===== src/rtl/alu_arbiter.sv =====
// alu_arbiter: shares one external combinational ALU between two requesters.
//
// Operation sequence (one operation in flight at a time):
//   IDLE : round-robin grant between req0/req1. The winner's operands and select
//          are latched onto alu_a/alu_b/alu_sel on the accept edge.
//   EXEC : one cycle for the ALU to settle. alu_res/alu_z are captured at its end.
//   RESP : the captured result is presented on the winner's response channel
//          and held there until the winner takes it.
//
// Ports:
//   clk, rst_n              rising-edge clock, asynchronous active-low reset
//   reqN_valid/ready        request handshake for requester N (N = 0, 1)
//   reqN_a/b/sel            operands and ALU select for requester N
//   rspN_valid/ready        response handshake for requester N
//   rspN_res/z              result and zero flag; driven 0 unless rspN_valid is high
//   alu_a/b/sel             registered ALU inputs, held between operations
//   alu_res, alu_z          combinational ALU outputs
//   busy                    high whenever an operation is in flight
module alu_arbiter #(
  parameter int unsigned WIDTH = 8,
  parameter int unsigned SELW  = 4
) (
  input  logic             clk,
  input  logic             rst_n,

  input  logic             req0_valid,
  output logic             req0_ready,
  input  logic [WIDTH-1:0] req0_a,
  input  logic [WIDTH-1:0] req0_b,
  input  logic [SELW-1:0]  req0_sel,
  output logic             rsp0_valid,
  input  logic             rsp0_ready,
  output logic [WIDTH-1:0] rsp0_res,
  output logic             rsp0_z,

  input  logic             req1_valid,
  output logic             req1_ready,
  input  logic [WIDTH-1:0] req1_a,
  input  logic [WIDTH-1:0] req1_b,
  input  logic [SELW-1:0]  req1_sel,
  output logic             rsp1_valid,
  input  logic             rsp1_ready,
  output logic [WIDTH-1:0] rsp1_res,
  output logic             rsp1_z,

  output logic [WIDTH-1:0] alu_a,
  output logic [WIDTH-1:0] alu_b,
  output logic [SELW-1:0]  alu_sel,
  input  logic [WIDTH-1:0] alu_res,
  input  logic             alu_z,

  output logic             busy
);

  typedef enum logic [1:0] {
    StIdle,
    StExec,
    StResp
  } state_e;

  state_e           state_q, state_d;
  logic             ptr_q, ptr_d;       // requester favoured when both are valid
  logic             gnt_id_q, gnt_id_d; // requester that owns the operation in flight
  logic [WIDTH-1:0] alu_a_q, alu_a_d;
  logic [WIDTH-1:0] alu_b_q, alu_b_d;
  logic [SELW-1:0]  alu_sel_q, alu_sel_d;
  logic [WIDTH-1:0] res_q, res_d;
  logic             z_q, z_d;

  // Arbitration signals
  logic             any_valid;
  logic             win_id;
  logic             grant_en;
  logic             accept;
  logic             rsp_done;
  logic [WIDTH-1:0] win_a;
  logic [WIDTH-1:0] win_b;
  logic [SELW-1:0]  win_sel;

  // ---------------------------------------------------------------------------
  // Grant: a lone requester wins outright; on contention the pointer decides.
  // Re-evaluated every IDLE cycle, so a requester dropping valid loses nothing.
  // ---------------------------------------------------------------------------
  always_comb begin
    any_valid = req0_valid | req1_valid;
    win_id    = (req0_valid & req1_valid) ? ptr_q : req1_valid;
    // Gated by rst_n so no ready escapes while reset is held.
    grant_en  = rst_n & (state_q == StIdle) & any_valid;
    accept    = grant_en;  // ready is only raised towards a valid requester
    win_a     = win_id ? req1_a   : req0_a;
    win_b     = win_id ? req1_b   : req0_b;
    win_sel   = win_id ? req1_sel : req0_sel;
    // Only the granted requester's rsp_ready completes the response.
    rsp_done  = (state_q == StResp) & (gnt_id_q ? rsp1_ready : rsp0_ready);
  end

  // ---------------------------------------------------------------------------
  // Next-state logic
  // ---------------------------------------------------------------------------
  always_comb begin
    state_d   = state_q;
    ptr_d     = ptr_q;
    gnt_id_d  = gnt_id_q;
    alu_a_d   = alu_a_q;
    alu_b_d   = alu_b_q;
    alu_sel_d = alu_sel_q;
    res_d     = res_q;
    z_d       = z_q;

    unique case (state_q)
      StIdle: begin
        if (accept) begin
          alu_a_d   = win_a;
          alu_b_d   = win_b;
          alu_sel_d = win_sel;
          gnt_id_d  = win_id;
          state_d   = StExec;
        end
      end

      StExec: begin
        res_d   = alu_res;
        z_d     = alu_z;
        state_d = StResp;
      end

      StResp: begin
        if (rsp_done) begin
          // Pointer moves only on completion, towards the requester that lost.
          ptr_d   = ~gnt_id_q;
          state_d = StIdle;
        end
      end

      default: begin
        state_d = StIdle;
      end
    endcase
  end

  // ---------------------------------------------------------------------------
  // State registers
  // ---------------------------------------------------------------------------
  always_ff @(posedge clk or negedge rst_n) begin
    if (!rst_n) begin
      state_q   <= StIdle;
      ptr_q     <= 1'b0;
      gnt_id_q  <= 1'b0;
      alu_a_q   <= '0;
      alu_b_q   <= '0;
      alu_sel_q <= '0;
      res_q     <= '0;
      z_q       <= 1'b0;
    end else begin
      state_q   <= state_d;
      ptr_q     <= ptr_d;
      gnt_id_q  <= gnt_id_d;
      alu_a_q   <= alu_a_d;
      alu_b_q   <= alu_b_d;
      alu_sel_q <= alu_sel_d;
      res_q     <= res_d;
      z_q       <= z_d;
    end
  end

  // ---------------------------------------------------------------------------
  // Outputs
  // ---------------------------------------------------------------------------
  always_comb begin
    req0_ready = grant_en & ~win_id;
    req1_ready = grant_en &  win_id;

    rsp0_valid = (state_q == StResp) & ~gnt_id_q;
    rsp1_valid = (state_q == StResp) &  gnt_id_q;

    // Non-granted (or idle) response channels are held at zero.
    rsp0_res   = rsp0_valid ? res_q : '0;
    rsp0_z     = rsp0_valid & z_q;
    rsp1_res   = rsp1_valid ? res_q : '0;
    rsp1_z     = rsp1_valid & z_q;

    alu_a      = alu_a_q;
    alu_b      = alu_b_q;
    alu_sel    = alu_sel_q;

    busy       = (state_q != StIdle);
  end

endmodule

===== config.mk =====
export PLATFORM = sky130hd
export DESIGN_NAME = alu_arbiter
export DESIGN_NICKNAME = d
export VERILOG_FILES = /design/src/rtl/alu_arbiter.sv
export SDC_FILE = /design/constraint.sdc
export NUM_CORES = 1
export LEC_CHECK = 0
export CAP_MARGIN = 20
export CORE_ASPECT_RATIO = 2
export CORE_MARGIN = 10
export CORE_UTILIZATION = 37
export CTS_CLUSTER_SIZE = 30
export DETAILED_ROUTE_END_ITERATION = 8
export GPL_TIMING_DRIVEN = 0
export PLACE_DENSITY = 0.82
export SLEW_MARGIN = 20
export SYNTH_ARGS = -nofsm -noshare
export SYNTH_HDL_FRONTEND = slang
export SYNTH_SLANG_ARGS = --single-unit

===== constraint.sdc =====
create_clock -name clk -period 2.6 [get_ports clk]
set_input_delay 0.65 -clock clk [delete_from_list [all_inputs] [get_ports clk]]
set_output_delay 0.65 -clock clk [all_outputs]
set_load 0.05 [all_outputs]

==> reports/qor.yml <==
n_antenna_cell: 0
tritoncts: "yes"
dieHeight_um: 114.7
grt_usage: 0.1439
wire_per_inst_um: 17.67
synth-seq-cells: 33
start_util: 0.3821
hp-class: "in -> async"
ys_seq_area_frac: 0.4981
path_delay_family: "buffers and inverters"
p_seq_frac: 0.278
overflow: 0
htreeDepth: 2
arrival_ps: 1930
clkSlewWorstSetupHoldPaths_ps: 70
crit_buf_inv: 5
wl_mm: 5.618
reg2regPathDepth: 5
start_kind: "input port"
cap_violations: 0
num-nets-final: 318
crit_path_end_kind: "output port"
slowest_delay_ps: 370
finalSetupTns_ps: 0
crit_top_cell: "buf_6"
ios: 98
synth_fp_nets: 210
place_hpwl_mm: 4.433
grt_pass1_wl_mm: 8.569
combinationalPowerShare: 0.612
drv_slew: 0
swShare: 0.4831
antenna_found_initial: 0
hold_viol: 0
crit_type: "in -> out"
rsz0062_at_grt: "true"
synth_area_per_cell_um2: 10.70
relSlewSlack: 0.6426
status: "finished, final reports clean"
skew_ps: 3.466
cp_cell_sequence: "buf_6 -> buf_12 -> or3b_4 -> buf_6 -> a211oi_4 -> buf_6 -> buf_8"
num_rows: 34
synth_cell_type_count: 21
synthCells: 155
crit_required_ps: 1950
postCtsHoldBufs: 0
pwr_density_cell_mw_per_mm2: 1167
fin_cells: 318
clock-root-buffer: "clkbuf_8"
via_per_inst: 5.192
p_sw_uw: 1599
pwr-share-clk: 0.110
place_area_mm2: 0.002723
cp_slowest_cell: "or3b_4"
grt_max_degree: 16
grt_pass1_vias: 1754
worst_slew_pin_slew_ps: 534.5
final_cell_area_mm2: 0.002838
vias: 1651
ir_worst_vdd_v: 0.0008686
yosys_warnings: 0
die_w_um: 67.33
syn2layout_area_growth_pct: 71.17
cts_buffers: 5
p_leak_uw: 0.001316
drt-pass1-iter-count: 4
drtIter0Drc: 61
clock.fmax_mhz: 388.2
cp.depth: 7
period_share: 0.9908
gp_congestion: 0.7578
min_period_ps: 2576
clock_path_buffers: 2
fp.coreArea_mm2: 0.004339
dieArea_mm2: 0.007720
internal-power_uw: 1711
portBuffers: 97
antenna_left: 0
cp_max_fo: 10
drive_above_1_share: 0.2083
clock_sink_count: 33
placedCellCount: 307
setup_viol: 0
insertion_delay_ps: 280
syn-cell-area_mm2: 0.001658
drt_drc_violations_left: 0
==> sequential cells by signal, indices dropped and copies added, names as in the netlist <==
signal    cells
alu_a         8
alu_b         8
res_q         8
alu_sel       4
state_q       2
gnt_id_q      1
ptr_q         1
z_q           1
==> logic make-up (layout without fill, tap and decap cells) <==
kind of cell / after synthesis / count (layout) / synth area share
AND/OR/NAND/NOR: 67 / 67 / 0.2091
flip-flops: 33 / 33 / 0.4981
AO/OA/AOI/OAI: 26 / 26 / 0.1600
buffers and inverters: 19 / 128 / 0.06566
multiplexers: 10 / 10 / 0.06717
==> synthesized netlist by cell type <==
cell type	count	area, um^2
nor3_1	20	100.1
clkbuf_1	11	41.29
and2b_1	1	7.510
and3_1	18	112.6
and2_1	2	12.51
inv_1	3	11.26
nor3b_1	1	7.510
a211oi_4	1	20.02
a221o_1	20	200.2
mux2i_1	1	10.01
buf_6	5	56.30
o21bai_4	1	18.77
or2_2	1	6.260
a21o_1	1	7.510
dfrtp_1	33	825.8
mux2_2	9	101.4
nor2b_1	2	12.51
a21oi_1	2	10.01
o2bb2ai_1	1	8.760
nand2_1	21	78.83
or3b_1	1	8.760
==> through the flow <==
stage	hold slack [ps]	util	power (uW)	worst slack, ps
floorplan	354.4	-	2247	102.1
global placement	494.9	0.6240	2931	-2170
detailed placement	476.3	0.6275	2963	-962.9
CTS	164.7	0.6606	3336	-89.38
global route	132.2	0.6540	3478	-20.24
finish	148.0	0.6540	3311	23.83
==> timing repair <==
action,4_1_cts,5_1_grt
setup buffers,1,1
pin swaps,1,1
resized for setup,60,25
gates cloned,1,0
endpoints found under the setup margin,21,15
==> power by group through the flow <==
stage               sequential [uW]  clock, uW  combinational (uW)
finish                          921        365                2030
global route                    949        402                2130
CTS                             913        377                2050
detailed placement              912          0                2050
global placement                909          0                2020
floorplan                      1410          0                 839
==> layout by cell type (no fill, tap or decap), drive strengths merged, types with 2 or more instances in the layout <==
cell and instances:
dlymetal6s2s 2, nor2b 2, inv 3, and3 18, a21oi 2, nand2 21
mux2 9, buf 11, nor3 20, clkdlybuf4s50 72, dlygate4sd2 2, clkdlybuf4s15 6
a221o 20, clkinv 2, and2 2, clkbuf 29, dfrtp 33
==> area by class of cell <==
class	instances	area [um^2]
Buffer	16	115.1
Tap cell	54	67.56
Clock buffer	6	72.57
Multi-Input combinational cell	103	739.5
Inverter	3	11.26
Timing Repair Buffer	101	996.0
Sequential cell	33	825.8
Clock inverter	2	10.01
Fill cell	365	1501
==> worst paths after layout <==
check / to / from / slack [ps]
max: req0_ready / rst_n / 20
min: alu_sel[3] / rst_n / 150
max reg2reg: alu_a[2] / state_q[0] / 890
min reg2reg: alu_a[0] / alu_a[0] / 510
max in group asynchronous: res_q[3] / rst_n / 1990
min in group clk: alu_a[0] / alu_a[0] / 510
==> layer usage <==
| metal | wire (um) | track usage | vias to the layer above |
|---|---|---|---|
| li1 | - | - | 785 |
| met1 | 2122 | 0.1369 | 783 |
| met2 | 3002 | 0.2646 | 77 |
| met3 | 429 | 0.06078 | 6 |
| met4 | 64 | 0.04270 | 0 |
| met5 | 0 | 0 | - |
Note: power is estimated with default switching activity, not from simulation.
